## config.mk

```make
export PLATFORM = sky130hd
export DESIGN_NAME = fetch_unit
export DESIGN_NICKNAME = d
export VERILOG_FILES = /design/src/rtl/fetch_unit.sv
export SDC_FILE = /design/constraint.sdc
export NUM_CORES = 1
export LEC_CHECK = 0
export CAP_MARGIN = 15
export CELL_PAD_IN_SITES_DETAIL_PLACEMENT = 1
export CELL_PAD_IN_SITES_GLOBAL_PLACEMENT = 1
export CORE_MARGIN = 1.5
export CORE_UTILIZATION = 34
export CTS_CLUSTER_DIAMETER = 80
export DETAILED_ROUTE_END_ITERATION = 12
export PLACE_DENSITY = 0.85
export SKIP_LAST_GASP = 1
export SLEW_MARGIN = 20
export SYNTH_ARGS = -nofsm -noshare
export SYNTH_HDL_FRONTEND = slang
export SYNTH_SLANG_ARGS = --single-unit
```

## constraint.sdc

```tcl
create_clock -name clk -period 2.4 [get_ports clk]
set_input_delay 0.48 -clock clk [delete_from_list [all_inputs] [get_ports clk]]
set_output_delay 0.48 -clock clk [all_outputs]
set_load 0.01 [all_outputs]
```

## src/rtl/fetch_unit.sv

```systemverilog
// Instruction fetch stage: owns the PC, issues word requests to instruction memory and
// holds one fetched instruction for decode. Optional misaligned-redirect trap: FETCH_MISALIGN_TRAP_EN.
module fetch_unit #(
  parameter logic [31:0] RESET_PC  = 32'h0000_0000,
  parameter logic [31:0] NOP_INSTR = 32'h0000_0013
) (
  input  logic        clk,
  input  logic        reset,
  output logic        imem_req,
  output logic [31:0] imem_addr,
  input  logic        imem_ack,
  input  logic [31:0] imem_rdata,
  output logic        if_valid,
  output logic [31:0] if_instruction,
  output logic [31:0] if_pc,
  input  logic        id_ready,
  input  logic        redirect_valid,
  input  logic [31:0] redirect_pc,
  output logic        fetch_fault
);

  typedef enum logic [1:0] {StFetch, StHold, StDrain, StHalt} state_e;

  state_e      state_q, state_d;
  logic [31:0] pc_q, pc_d;
  logic [31:0] drain_addr_q, drain_addr_d;
  logic [31:0] instr_q, instr_d;
  logic [31:0] if_pc_q, if_pc_d;
  logic        valid_q, valid_d;
  logic        outstanding;
  logic        redirect_take;
  logic [31:0] target;

`ifdef FETCH_MISALIGN_TRAP_EN
  logic fault_q, fault_d;
  logic misaligned;
`endif

  always_comb begin
    outstanding = ((state_q == StFetch) || (state_q == StDrain)) && !imem_ack;
`ifdef FETCH_MISALIGN_TRAP_EN
    target        = redirect_pc;
    misaligned    = (redirect_pc[1:0] != 2'b00);
    // Once a fault is pending, redirects are ignored just as in HALT.
    redirect_take = redirect_valid && (state_q != StHalt) && !fault_q;
`else
    target        = redirect_pc & 32'hFFFF_FFFC;
    redirect_take = redirect_valid && (state_q != StHalt);
`endif
  end

  always_comb begin
    state_d      = state_q;
    pc_d         = pc_q;
    drain_addr_d = drain_addr_q;
    valid_d      = valid_q;
    instr_d      = instr_q;
    if_pc_d      = if_pc_q;
`ifdef FETCH_MISALIGN_TRAP_EN
    fault_d      = fault_q;
`endif
    if (redirect_take) begin
      pc_d    = target;
      valid_d = 1'b0;
      instr_d = NOP_INSTR;
      if (outstanding) begin
        state_d = StDrain;
        // Freeze the in-flight address; a redirect while already draining keeps it.
        if (state_q == StFetch) drain_addr_d = pc_q;
      end else begin
        state_d = StFetch;
      end
`ifdef FETCH_MISALIGN_TRAP_EN
      if (misaligned) begin
        fault_d = 1'b1;
        if (!outstanding) state_d = StHalt;
      end
`endif
    end else begin
      case (state_q)
        StFetch: begin
          if (imem_ack) begin
            instr_d = imem_rdata;
            if_pc_d = pc_q;
            valid_d = 1'b1;
            pc_d    = pc_q + 32'd4;
            state_d = StHold;
          end
        end
        StHold: begin
          if (id_ready) begin
            valid_d = 1'b0;
            instr_d = NOP_INSTR;
            state_d = StFetch;
          end
        end
        StDrain: begin
          if (imem_ack) begin
`ifdef FETCH_MISALIGN_TRAP_EN
            state_d = fault_q ? StHalt : StFetch;
`else
            state_d = StFetch;
`endif
          end
        end
        StHalt:  state_d = StHalt;
        default: state_d = StFetch;
      endcase
    end
  end

  always_ff @(posedge clk) begin
    if (reset) begin
      state_q      <= StFetch;
      pc_q         <= RESET_PC;
      drain_addr_q <= 32'h0;
      valid_q      <= 1'b0;
      instr_q      <= NOP_INSTR;
      if_pc_q      <= 32'h0;
    end else begin
      state_q      <= state_d;
      pc_q         <= pc_d;
      drain_addr_q <= drain_addr_d;
      valid_q      <= valid_d;
      instr_q      <= instr_d;
      if_pc_q      <= if_pc_d;
    end
  end

`ifdef FETCH_MISALIGN_TRAP_EN
  always_ff @(posedge clk) begin
    if (reset) fault_q <= 1'b0;
    else       fault_q <= fault_d;
  end
  assign fetch_fault = fault_q;
`else
  assign fetch_fault = 1'b0;
`endif

  assign imem_req       = !reset && ((state_q == StFetch) || (state_q == StDrain));
  assign imem_addr      = (state_q == StDrain) ? drain_addr_q : pc_q;
  assign if_valid       = valid_q;
  assign if_instruction = instr_q;
  assign if_pc          = if_pc_q;

endmodule

```

# Word level (Yosys, flattened, before mapping)
# Index checks and enable logic that the tools add are counted.
# W data, S select, Z words.
[classes] add_sub_neg=1 mul=0 div=0 n_lt_le_gt_ge=0 n_eq_ne=9 shifts=0 mux=16 bitwise=1 reduce_logical=17
[op_table] op="$mux W32" count=6
[op_table] op="$pmux W32 S2" count=1
[op_table] op="$add A32 B3 Y32 const B" count=1
[op_table] op="$reduce_and A3 Y1" count=4
[op_table] op="$mux W2" count=5
[op_table] op="$ne A3 B3 Y1 const B" count=3
[op_table] op="$pmux W2 S4" count=1
[op_table] op="$ne A2 B2 Y1 const B" count=3
[op_table] op="$reduce_bool A2 Y1" count=3
[op_table] op="$eq A2 B2 Y1 const B" count=2
[op_table] op="$reduce_and A2 Y1" count=2
[op_table] op="$logic_and A1 B1 Y1" count=3
[op_table] op="$eq A2 B1 Y1 const B" count=1
[op_table] op="$logic_not A1 Y1" count=2
[op_table] op="$logic_not A2 Y1" count=1
[op_table] op="$mux W1" count=2
[op_table] op="$pmux W1 S2" count=1
[op_table] op="$reduce_or A2 Y1" count=1
[op_table] op="$logic_or A1 B1 Y1" count=1
[op_table] op="$not A1 Y1" count=1
[totals] register_bits=131 latchBits=0 mem_bits_rw=0 romBits=0 output_inout_bits=99 memories=0

# Longest topological paths before layout
[depth] depth_word=5 ltp_mapped=9

# Worst setup path before layout
# Ideal clock, no wire load.
[synth_path] path_type="register to register" startpoint="register state_q[1]" endpoint="register pc_q[28]" setup_time_ns=0.074 arrival_ns=2.067 path_slack_ns=0.259 stages_incl_launch_ff=9 path_buffers=2 synth_period_minus_slack_ns=2.141 cell_sequence="dfxtp_1 > inv_1 > ha_1 > buf_4 > nand3_2 > or4_1 > buf_2 > or4_1 > a31oi_1"
[synth_between] elab_chain_len=4 word_cells_on_any_way=7
[synth_rtl] item="start, declared" line_no="24" rtl="state_e state_q, state_d;"
[synth_rtl] item="start signal, assigned" line_no="114" rtl="state_q <= StFetch;"
[synth_rtl] item="start signal, assigned" line_no="121" rtl="state_q <= state_d;"
[synth_rtl] item="$ne A2 B2 Y1" line_no="48" rtl="redirect_take = redirect_valid && (state_q != StHalt);"
[synth_rtl] item="$logic_and A1 B1 Y1" line_no="48"
[synth_rtl] item="$reduce_bool A2 Y1 (no line)"
[synth_rtl] item="$reduce_and A2 Y1 (no line)"
[synth_rtl] item="end signal, assigned" line_no="122" rtl="pc_q <= pc_d;"
[synth_rtl] item="end, declared" line_no="25" rtl="logic [31:0] pc_q, pc_d;"
# Parallel ways exist; a longest one is shown, timed or not.
# A chain may end at the register's enable or synchronous reset.

# Final worst setup path
[layout_path] startpoint="register state_q[0]" endpoint="output imem_addr[24]"
[layout_between] elab_chain_len=2
[layout_rtl] item="$eq A2 B2 Y1" line_no="141" rtl="assign imem_addr = (state_q == StDrain) ? drain_addr_q : pc_q;"
[layout_rtl] item="$mux W32" line_no="141"
[layout_rtl] item="end, declared" line_no="10" rtl="output logic [31:0] imem_addr,"
# No other way between the ends.

==> flow_metrics.tcl <==
set metrics [dict create \
    status "finished, final reports clean" \
    synth_compound_area_frac 0.184 \
    end_kind "output pin" \
    via_per_inst 5.28 \
    relSlewSlack 0.289 \
    hold_violations 0 \
    crit_slowest_cell "mux2_2" \
    cts_tree "built" \
    area_delta_synth_final_pct 49.3 \
    drive_gt1_frac 0.157 \
    rr_startpoint "state_q[1]$_SDFFE_PP0P_" \
    reg2reg_depth 7 \
    initial_core_util 0.347 \
    avgSynthCellArea_um2 8.20 \
    die_x_um 130 \
    gp_congestion 0.827 \
    clk_pin_slew_ps 50 \
    portBuffers 160 \
    p_per_area_mw_per_mm2 736 \
    cts_buffers 17 \
    synthArstFlopShare 0 \
    rows 46 \
    worst-path-buf-inv 3 \
    fin_crit_sh 0.983 \
    dp.cells 1045 \
    dr.pass1.iters 4 \
    hpwl_um 13300 \
    grt_pass1_wl_um 30400 \
    hold_depth 2 \
    cp_cell_sequence "inv_2 -> ha_4 -> buf_6 -> mux2_2 -> dlygate4sd2_1" \
    path_max_fanout 9 \
    worst_r2r_endpoint "pc_q[28]$_SDFFE_PP0P_" \
    fin_area_mm2 0.00823 \
    syn_area_mm2 0.00552 \
    routed-via-count 5692 \
    wirelength_um 19800 \
    maxCapViolCount 0 \
    critPathLaunchType "register" \
    final_cells 1078 \
    die_height_um 130 \
    whs_endpoint "if_pc[22]$_SDFFE_PP0P_" \
    setup_tns_ps 0 \
    crit_type "reg -> out" \
    n_fill_cell 1906 \
    ys_types 46 \
    worst_slack_ps 40.4 \
    grt_overflow 0 \
    synth_top_family_by_area "simple AND/OR/NAND/NOR gates" \
    grt_pass1_vias 5849 \
    die_area_mm2 0.0170 \
    yosys.area.top_type "dfxtp_1" \
    synthFlopType "dfxtp_1" \
    max_clock_freq_ghz 0.424 \
    antenna_found_initial 0 \
    yosysTopAreaCellShare 0.454 \
    synth_mux_area_frac 0.0592 \
    setup_viol 0 \
    clk_latency_ps 430 \
    rsz0062_at_grt "yes" \
    fin_nets 923 \
    synth_area_leaders "dfxtp_1, nand2_1, a21oi_1" \
    tightest_slew_ps 1070 \
    track_usage 0.234 \
    startpoint "state_q[0]$_SDFFE_PP0P_" \
    dpl-instance-area_mm2 0.00757 \
    synth-simple-area-share 0.223 \
    wl_per_cell_um 18.4 \
    p_leak_nw 3.06 \
    crit_path_max_incr_delay_ps 360 \
    clock-sinks 125 \
    ir_drop_mv 0.476 \
    pre_cts_ws_ps -225 \
    finalMaxSlewViolations 0 \
    cp.arrival_ps 1880 \
    drt.antenna.violating_nets 0 \
    clockBufferDepth 2 \
    min_path_type "reg -> reg" \
    required_ps 1920 \
    skew_ps 9.91 \
    first_iter_violations 240 \
    synthTopCellsByCount "nand2_1, dfxtp_1, a21oi_1" \
    synthXorXnorAreaFrac 0.0143 \
    cts_root_buf "clkbuf_16" \
    hold_start "if_pc[22]$_SDFFE_PP0P_" \
    ys_warn_count 0 \
    critPathTopFamily "buffers and inverters" \
    yosysMostFrequentCell "nand2_1" \
    h-tree-depth 4 \
    post-route-drc-count 0 \
    r2r_slack_ps 100 \
    timing.final.crit_period_ps 2360 \
    grt_max_degree 34 \
    ios 168 \
    yosysSeqAreaShare 0.454 \
    synth-adder-area-share 0.0113 \
    postSynthCellCount 673 \
    insertedDiodeCount 0 \
    synth_seq_cells 125 \
    synth_edf_count 0 \
    core_mm2 0.0159 \
]
worst max-delay path by stage:
stage | slack [ps] | depth (start not counted) | to
after floorplan | 260 | 8 | pc_q[28]$_SDFFE_PP0P_
after detailed placement | -230 | 6 | pc_q[30]$_SDFFE_PP0P_
final | 40 | 5 | imem_addr[24]
after global routing | -10 | 5 | imem_addr[12]
after CTS | 20 | 5 | imem_addr[24]
after global placement | -140 | 6 | pc_q[16]$_SDFFE_PP0P_
metrics by stage:
stage,power [W],util,hold slack (ps)
global route,0.00627,0.518,468
floorplan,0.00272,-,433
global placement,0.00320,0.477,438
finish,0.00606,0.518,453
CTS,0.00610,0.518,455
detailed placement,0.00323,0.477,448
cell type report:
class | count | area (µm²) | share of cell area
Multi-Input combinational cell | 484 | 2750 | 0.334
Timing Repair Buffer | 217 | 2030 | 0.247
Inverter | 4 | 15.0 | 0.00182
Sequential cell | 125 | 2510 | 0.304
Clock inverter | 14 | 214 | 0.0260
Clock buffer | 18 | 439 | 0.0533
Tap cell | 216 | 270 | 0.0328
worst min-delay path: cells and delay by family, from the launching register on:
family          cells  cell delay (ps)
simple gates        1               50
flops               1              300
compound gates      1               50
flip-flops by register name (all words and copies together), names as in the netlist:
register / count
if_instruction: 32
state_q: 2
if_pc: 30
if_valid: 1
drain_addr_q: 30
pc_q: 30
layer usage:
metal	global-route usage	routed length, µm	vias up
met5	0	0	-
met4	0.0892	408	0
met3	0.0787	1330	31
met2	0.398	9760	171
met1	0.273	8330	2772
li1	-	-	2718
layout by cell type, fill, tap and decap left out, drive strengths merged, types with 4 or more instances in the layout:
| master | Yosys | routed |
|---|---|---|
| or3 | 5 | 5 |
| xnor2 | 5 | 5 |
| nor3 | 8 | 8 |
| nand2 | 146 | 146 |
| o31ai | 10 | 10 |
| a21oi | 70 | 70 |
| and4 | 6 | 6 |
| nor2 | 46 | 46 |
| nand4 | 9 | 9 |
| o21ai | 27 | 27 |
| dfxtp | 125 | 125 |
| or2 | 4 | 4 |
| conb | 1 | 5 |
| a22oi | 29 | 29 |
| mux2 | 29 | 29 |
| or4 | 16 | 16 |
| a311oi | 4 | 4 |
| xor2 | 4 | 4 |
| inv | 4 | 7 |
| dlygate4sd2 | 0 | 31 |
| a211oi | 4 | 4 |
| nand2b | 4 | 4 |
| buf | 21 | 58 |
| clkinv | 0 | 6 |
| nand3 | 11 | 11 |
| clkdlybuf4s50 | 0 | 128 |
| a31oi | 12 | 12 |
| ha | 5 | 5 |
| nor4 | 5 | 5 |
| clkbuf | 43 | 18 |
| bufinv | 0 | 5 |
power breakdown:
group	total, W	leakage (nW)	internal (W)	switching [W]
Sequential	0.00225	1.02	0.00217	0.0000721
Clock	0.00288	0.325	0.00187	0.00101
Combinational	0.000930	1.71	0.000439	0.000491
logic make-up after synthesis:
kind of cell / after synthesis
AOI/OAI and AO/OA: 168
adders and majority gates: 5
and+or+nand+nor: 268
other: 1
buffers and inverters: 68
DFF: 125
xor gates and xnor gates: 9
muxes: 29
what timing repair did:
action | in CTS | in global routing
hold buffers | 0 | 0
cloned | 1 | 0
setup endpoints to repair | 31 | 3
resized for setup | 39 | 1
buffers inserted | 0 | 0
Note: power is estimated with default switching activity, not from simulation.
